$ cat config.mk
export PLATFORM = sky130hd
export DESIGN_NAME = core_sequencer_nested
export DESIGN_NICKNAME = d
export VERILOG_FILES = /design/src/rtl/core_sequencer_nested.sv
export SDC_FILE = /design/constraint.sdc
export NUM_CORES = 1
export LEC_CHECK = 0
export CAP_MARGIN = 40
export CORE_MARGIN = 8
export CORE_UTILIZATION = 47
export DETAILED_ROUTE_END_ITERATION = 7
export PLACE_DENSITY = 0.83
export SLEW_MARGIN = 20
export SYNTH_ARGS = -nofsm -noshare
export SYNTH_HDL_FRONTEND = slang
export SYNTH_SLANG_ARGS = --single-unit
export TNS_END_PERCENT = 20
$ cat constraint.sdc
create_clock -name clk -period 1.9 [get_ports clk]
set_input_delay 0.19 -clock clk [delete_from_list [all_inputs] [get_ports clk]]
set_output_delay 0.19 -clock clk [all_outputs]
set_load 0.01 [all_outputs]
$ cat src/rtl/core_sequencer_nested.sv
// rtl/core_sequencer_nested.sv - program sequencer with prioritised, nested interrupt handling
// Drains the pipeline before servicing an interrupt and keeps a small cause stack so handlers can nest.
module core_sequencer_nested #(
    parameter int  NUM_IRQ       = 4,
    parameter int  NEST_DEPTH    = 2,
    parameter int  DRAIN_TIMEOUT = 16,
    localparam int CW            = (NUM_IRQ > 2) ? $clog2(NUM_IRQ) : 1,
    localparam int LW            = $clog2(NEST_DEPTH + 1)
) (
    input  logic               clk,
    input  logic               rst_n,
    input  logic               master_reset,
    input  logic               start_program,
    input  logic [NUM_IRQ-1:0] irq_req,
    input  logic               ret_from_irq,
    input  logic               reset_trigger,
    input  logic               program_done,
    input  logic               fetch_ready,
    input  logic               all_ready,
    output logic [2:0]         state_out,
    output logic               begin_execution,
    output logic               flush_partial,
    output logic               flush_full,
    output logic               global_reset,
    output logic               run_irq_handler,
    output logic               done_flag,
    output logic               csr_save,
    output logic               csr_restore,
    output logic [CW-1:0]      irq_cause,
    output logic [LW-1:0]      nest_level,
    output logic               timeout_err
);

    typedef enum logic [2:0] {
        S_IDLE       = 3'd0,
        S_PROGRAM    = 3'd1,
        S_PARTIAL    = 3'd2,
        S_IRQ_HANDLE = 3'd3,
        S_FULL_FLUSH = 3'd4,
        S_DONE       = 3'd5,
        S_RESTORE    = 3'd6
    } state_t;

    state_t        state, state_d;
    logic [CW-1:0] cause, cause_d;
    logic [LW-1:0] level, level_d;
    logic [7:0]    cnt, cnt_d;
    logic          terr, terr_d;
    logic          push, clear_stack;
    logic [CW-1:0] stack [NEST_DEPTH];
    logic [CW-1:0] low_idx, pop_val;
    logic [LW-1:0] stack_idx;
    logic          any_irq, drain_expired, preempt;

    // Lowest set index wins: scan from the top so the last hit is the highest priority.
    always_comb begin
        low_idx = '0;
        for (int i = NUM_IRQ - 1; i >= 0; i--) begin
            if (irq_req[i]) low_idx = CW'(i);
        end
    end

    // Push at level L stores into slot L-1; after the RESTORE decrement, slot L-1 holds the outer cause.
    assign stack_idx = level - 1'b1;

    always_comb begin
        pop_val = '0;
        for (int i = 0; i < NEST_DEPTH; i++) begin
            if (stack_idx == LW'(i)) pop_val = stack[i];
        end
    end

    assign any_irq       = |irq_req;
    assign drain_expired = (cnt == 8'(DRAIN_TIMEOUT - 1));
    assign preempt       = any_irq && (low_idx < cause) && (level < LW'(NEST_DEPTH));

    always_comb begin
        state_d     = state;
        cause_d     = cause;
        level_d     = level;
        terr_d      = terr;
        push        = 1'b0;
        clear_stack = 1'b0;
        if (master_reset) begin
            state_d     = S_IDLE;
            cause_d     = '0;
            level_d     = '0;
            terr_d      = 1'b0;
            clear_stack = 1'b1;
        end else begin
            case (state)
                S_IDLE: begin
                    if (start_program) begin
                        state_d = S_PROGRAM;
                        terr_d  = 1'b0;
                    end
                end
                S_PROGRAM: begin
                    if (reset_trigger) begin
                        state_d = S_FULL_FLUSH;
                    end else if (any_irq) begin
                        state_d = S_PARTIAL;
                        cause_d = low_idx;
                        level_d = LW'(1);
                    end else if (program_done) begin
                        state_d = S_DONE;
                    end
                end
                S_PARTIAL: begin
                    if (fetch_ready) begin
                        state_d = S_IRQ_HANDLE;
                    end else if (drain_expired) begin
                        state_d     = S_FULL_FLUSH;
                        terr_d      = 1'b1;
                        level_d     = '0;
                        clear_stack = 1'b1;
                    end
                end
                S_IRQ_HANDLE: begin
                    if (ret_from_irq) begin
                        state_d = S_RESTORE;
                        level_d = level - 1'b1;
                    end else if (preempt) begin
                        state_d = S_PARTIAL;
                        push    = 1'b1;
                        cause_d = low_idx;
                        level_d = level + 1'b1;
                    end
                end
                S_FULL_FLUSH: begin
                    if (all_ready || drain_expired) begin
                        state_d     = S_IDLE;
                        cause_d     = '0;
                        level_d     = '0;
                        clear_stack = 1'b1;
                        if (!all_ready) terr_d = 1'b1;
                    end
                end
                S_DONE: begin
                    state_d = S_DONE;
                end
                S_RESTORE: begin
                    if (level == '0) begin
                        state_d = S_PROGRAM;
                    end else begin
                        state_d = S_IRQ_HANDLE;
                        cause_d = pop_val;
                    end
                end
                default: begin
                    state_d = S_IDLE;
                end
            endcase
        end
        // Counter restarts on every state change and only runs while draining.
        if (master_reset || (state_d != state)) begin
            cnt_d = '0;
        end else if ((state == S_PARTIAL) || (state == S_FULL_FLUSH)) begin
            cnt_d = cnt + 8'd1;
        end else begin
            cnt_d = '0;
        end
    end

    always_ff @(posedge clk or negedge rst_n) begin
        if (!rst_n) begin
            state <= S_IDLE;
            cause <= '0;
            level <= '0;
            cnt   <= '0;
            terr  <= 1'b0;
            for (int i = 0; i < NEST_DEPTH; i++) stack[i] <= '0;
        end else begin
            state <= state_d;
            cause <= cause_d;
            level <= level_d;
            cnt   <= cnt_d;
            terr  <= terr_d;
            for (int i = 0; i < NEST_DEPTH; i++) begin
                if (clear_stack) begin
                    stack[i] <= '0;
                end else if (push && (stack_idx == LW'(i))) begin
                    stack[i] <= cause;
                end
            end
        end
    end

    assign state_out       = state;
    assign begin_execution = (state == S_PROGRAM);
    assign flush_partial   = (state == S_PARTIAL);
    assign flush_full      = (state == S_FULL_FLUSH);
    assign global_reset    = (state == S_FULL_FLUSH);
    assign run_irq_handler = (state == S_IRQ_HANDLE);
    assign done_flag       = (state == S_DONE);
    // The counter is zero only on the first cycle of a PARTIAL visit.
    assign csr_save        = (state == S_PARTIAL) && (cnt == 8'd0);
    assign csr_restore     = (state == S_RESTORE);
    assign irq_cause       = cause;
    assign nest_level      = level;
    assign timeout_err     = terr;

endmodule

### Yosys cells after proc, flatten, opt, wreduce, memory -nomap -nowiden

Index checks and enable logic that the tools add are counted.

* add/subtract/negate cells: 3
* magnitude comparators: 2
* eq/ne operators: 20
* mux-type cells: 56
* reductions and logical operators: 21

Operator list (number)
* $mux 2: 25
* $mux 3: 10
* $pmux 3 s7: 1
* $ne 3x3->1 const B: 6
* $mux 8: 2
* $pmux 2 s4: 2
* $mux 1: 14
* $reduce_and 7->1: 2
* $ne 3x2->1 const B: 4
* $reduce_bool 5->1: 2
* $eq 3x3->1 const B: 3
* $add 8x1->8 const B: 1
* $eq 8x4->1 const B: 1
* $logic_not 8->1: 1
* $eq 3x2->1 const B: 2
* $reduce_and 6->1: 1
* $logic_and 1x1->1: 5
* $logic_not 2->1: 2
* $ne 4x3->1 const B: 1
* $reduce_bool 2->1: 2
* $reduce_bool 4->1: 1
* $reduce_or 4->1: 1
* $eq 3x1->1 const B: 1
* $logic_not 3->1: 1
* other kinds (9): 11

* register bits: 20
* input bits: 13
* output and inout port bits: 16
* word-level logic and storage cells: 109

### Logic depth before layout (Yosys ltp)

* word-level depth: 14
* mapped depth: 8
* mapped depth without buffers: 8

### Least setup slack after synthesis

OpenSTA, ideal clock, no wires.

* kind: register -> register
* start point: register cnt[0]
* end point: register cnt[2]
* setup time: 0.146 ns
* arrival time: 1.843 ns
* data required time: 1.754 ns
* slack: -0.089 ns
* stages on the path, launching flop included: 8
* path buffers: 1
* clock period less this slack: 1.989 ns
* cells stage by stage: dfrtp_1 -> ha_1 -> and3_1 -> clkbuf_1 -> a2111oi_2 -> nor2_2 -> a41oi_4 -> nor4_1

* cells in the longest elaborated chain, start to end: 8
* elaborated cells on any way between the ends: 12
* classes of those cells: 1 x add/sub; 2 x eq/ne; 7 x mux; 2 x reduce/logical

RTL lines
* start: declaration: RTL line 47 `logic [7:0] cnt, cnt_d;`
* start signal: assignment: RTL line 177 `cnt <= cnt_d;`
* $eq 8x4->1: RTL line 74 `assign drain_expired = (cnt == 8'(DRAIN_TIMEOUT - 1));`
* $mux 3 / $logic_or 1x1->1 (equally long branches): RTL line 112, 131
* $mux 3, on equally long branches: RTL line 110, 131
* $pmux 3 s7: RTL line 91 `case (state)`
* $mux 3: RTL line 84 `if (master_reset) begin`
* $ne 3x3->1: RTL line 156 `if (master_reset || (state_d != state)) begin`
* $logic_or 1x1->1: RTL line 156
* $mux 8 (*): RTL line 156
* via cnt_d[2]: RTL line 47

Mark *: on every way through the listed nets, which the timed path passes. The rest lies on a longest branch.
A chain may end at the register's enable or synchronous reset.

### Worst setup path in the final report

* start point: register cnt[6]
* end point: register cnt[7]

* cells in the longest elaborated chain, start to end: 8
* elaborated cells on any way between the ends: 12
* classes of those cells: 1 x add/sub; 2 x eq/ne; 7 x mux; 2 x reduce/logical

RTL lines
* $eq 8x4->1 (*): RTL line 74
* $mux 3 / $logic_or 1x1->1 (equally long branches): RTL line 112, 131
* $mux 3, on equally long branches: RTL line 110, 131
* $pmux 3 s7 (*): RTL line 91
* $mux 3 (*): RTL line 84
* via state_d[1]: RTL line 44 `state_t state, state_d;`
* $ne 3x3->1 (*): RTL line 156
* $logic_or 1x1->1 (*): RTL line 156
* $mux 8 (*): RTL line 156
* via cnt_d[7]: RTL line 47

Marks and branches as above.

==> run metrics <==
Crit. End Element flip-flop; Worst Reg-to-Reg Cells 6; synth top area cells dfrtp_1, ha_1, nor2_1; Max IR drop VDD 0.000337 V; Hold WS 219 ps; first-pass GRT wire length 7820 um; DR iter-0 viols 204; Residual DRC 0; failing checks setup timing; post-route setup slack -81.8 ps; Buf+Inv Stages, Crit Path 1; Num Clock Sinks 20; Clock Path Buffers 2; IO Pins 29; IO Port Bufs 28; CP max FO 8; Core ar. 0.00328 mm^2; Non-Filler Instances 293; critical path arrival 2170 ps; Slowest cell on crit path or4_4; CTS tree yes; post-synth top area share 31.6%; fraction of registers with async set/reset 100%; FILL cells 236; Critical Setup Path Class flip-flop to flip-flop; drt total wl 4850 um; Final Skew 1.76 ps; clock latency on the worst-skew pair 300 ps; most common cell after layout, fill and taps aside buf_4; Die Wd 74.0 um; synth warn 0; worst hold path type input pin to asynchronous set/reset pin; Nets 268; critical path's largest stage delay 570 ps; drt wl/cell 16.5 um; Pwr Density 562 mW/mm^2; total track usage 18.1%; starting density of the core 48.2%; prevailing post-synth register cell dfrtp_1; GPL Wtd Cong 0.889; #FFs+latches synth 20; run status finished with violations; dpl hpwl 3710 um; area grow syn2layout 50.9%; FP Rows 21; post-synth cell types 57; Clk pin slew, worst setup/hold paths 110 ps; DR vias/cell 5.76; CP Launch Type flip-flop; antenna violations before repair 0; Mapped Area 0.00158 mm^2; delay-heaviest family, CP compound AO/OA/AOI/OAI gates; largest net degree at the start of global routing 21; Post-Syn Instances 179; total power after layout 1340 uW; max_cap viols 0; Mean Syn Cell Area 8.84 um^2; Inst Count DP 286; final instance area 0.00239 mm^2; via count 1688; CTS Root Cell clkbuf_4; full die area 0.00548 mm^2; H-tree levels 1; gr ovfl total 0; 1st-pass router iterations 4; Net Count, Synth 198; post-synthesis sequential area ratio 31.6%; CP Data Required Time 2090 ps; Slew Limit Fails 0; dpl cell area 0.00223 mm^2; Lkg Pwr 0.00108 uW; Num CTS Buffers 3; share of layout cells above drive strength 1 33.6%; Post-synth EDFFs 0; period utilization 104%; Ant. Diodes 0; die height 74.0 um; vias in the first global route 1746; Final setup violation count 10; Least-Margin Pin Slew 379 ps; RSZ-0062 raised after global routing yes; fin crit period 1980 ps; most area-hungry cell type in the Yosys netlist dfrtp_1; Relative slew margins 74.7%; leading cell types in the layout, fill and taps excluded buf_4, dfrtp_1, clkdlybuf4s50_1; Levels on crit path 6; Final Hold Viols 0; Cell Chain, Critical Path or4_4 -> o31ai_4 -> a31oi_4 -> a41oi_4 -> buf_12 -> nor4_1; final antenna-violating net count 0; upper clock frequency limit 505 MHz
-- registers in the layout (all words and copies together), names as in the netlist --
register	cells
irq_cause	2
cnt	8
timeout_err	1
state_out	3
stack	4
nest_level	2
-- report_power, final --
group,leakage (uW),internal [uW],switching (uW),total (uW)
Combinational,0.000794,325,336,661
Sequential,0.000273,449,27.8,477
Clock,0.0000138,73.9,131,205
Total,0.00108,848,495,1340
-- synthesized netlist by cell type (all sizes together), types with 2 or more instances --
cell type and number:
o211ai 2, nand2 7, nor2b 7, a41oi 2, and3b 2, or3 2, a211oi 2, nor3b 2
clkbuf 3, and2 2, nand3 8, o21ba 2, mux2i 5, buf 5, nor4 10, nand2b 3
dfrtp 20, ha 6, xnor2 2, xor2 5, a2bb2oi 2, and3 3, inv 11, a2111oi 2
or2 2, nor2 17, o21ai 4, or4 2, nor3 10, a21oi 11
-- kinds of logic (layout without fill, tap and decap cells) --
group                      after synthesis  count (layout)  synth area share [%]
and+or+nand+nor                         83              83                  30.0
adders and majority gates                6               6                  4.74
xor gates and xnor gates                 7               7                  3.87
AOI/OAI and AO/OA                       39              39                  21.6
muxes                                    5               5                  3.16
buffers and inverters                   19              87                  4.98
DFF                                     20              20                  31.6
-- metal layers --
layer	vias up	GRT usage, %	routed length, um
li1	806	-	-
met2	59	31.3	2460
met4	0	10.2	99
met5	-	0	0
met1	813	21.4	2020
met3	10	1.75	274
-- metrics by stage --
stage | setup slack [ps] | TNS, ps | utilization (%)
2_1_floorplan | 11.9 | 0 | -
3_3_place_gp | -398 | -6080 | 67.9
3_5_place_dp | -468 | -7060 | 67.9
4_1_cts | -119 | -813 | 70.0
5_1_grt | -147 | -1630 | 72.7
6_report | -81.8 | -752 | 72.7
-- path summary, 6_finish.rpt --
kind	start	endpoint	slack, ps
setup / recovery	cnt[6]	cnt[7]	-80
hold / removal	rst_n	cnt[4]	220
setup reg to reg	cnt[6]	cnt[7]	-80
hold reg to reg	stack[3]	stack[3]	550
max in group asynchronous	rst_n	state_out[0]	1450
min in group clk	irq_req[0]	state_out[2]	540
-- cell type report --
type	count	area, um^2	area share (%)
Multi-Input combinational cell	140	1130	47.4
Timing Repair Buffer	73	632	26.5
Sequential cell	20	503	21.1
Tap cell	46	57.6	2.41
Inverter	11	41.3	1.73
Clock buffer	3	22.5	0.943
-- timing repair --
item | 4_1_cts | 5_1_grt
endpoints found under the setup margin | 24 | 18
resized for setup | 20 | 16
pin swaps | 2 | 7
hold buffers | 0 | 0
buffers inserted | 3 | 1
(Power assumes the default switching activity.)
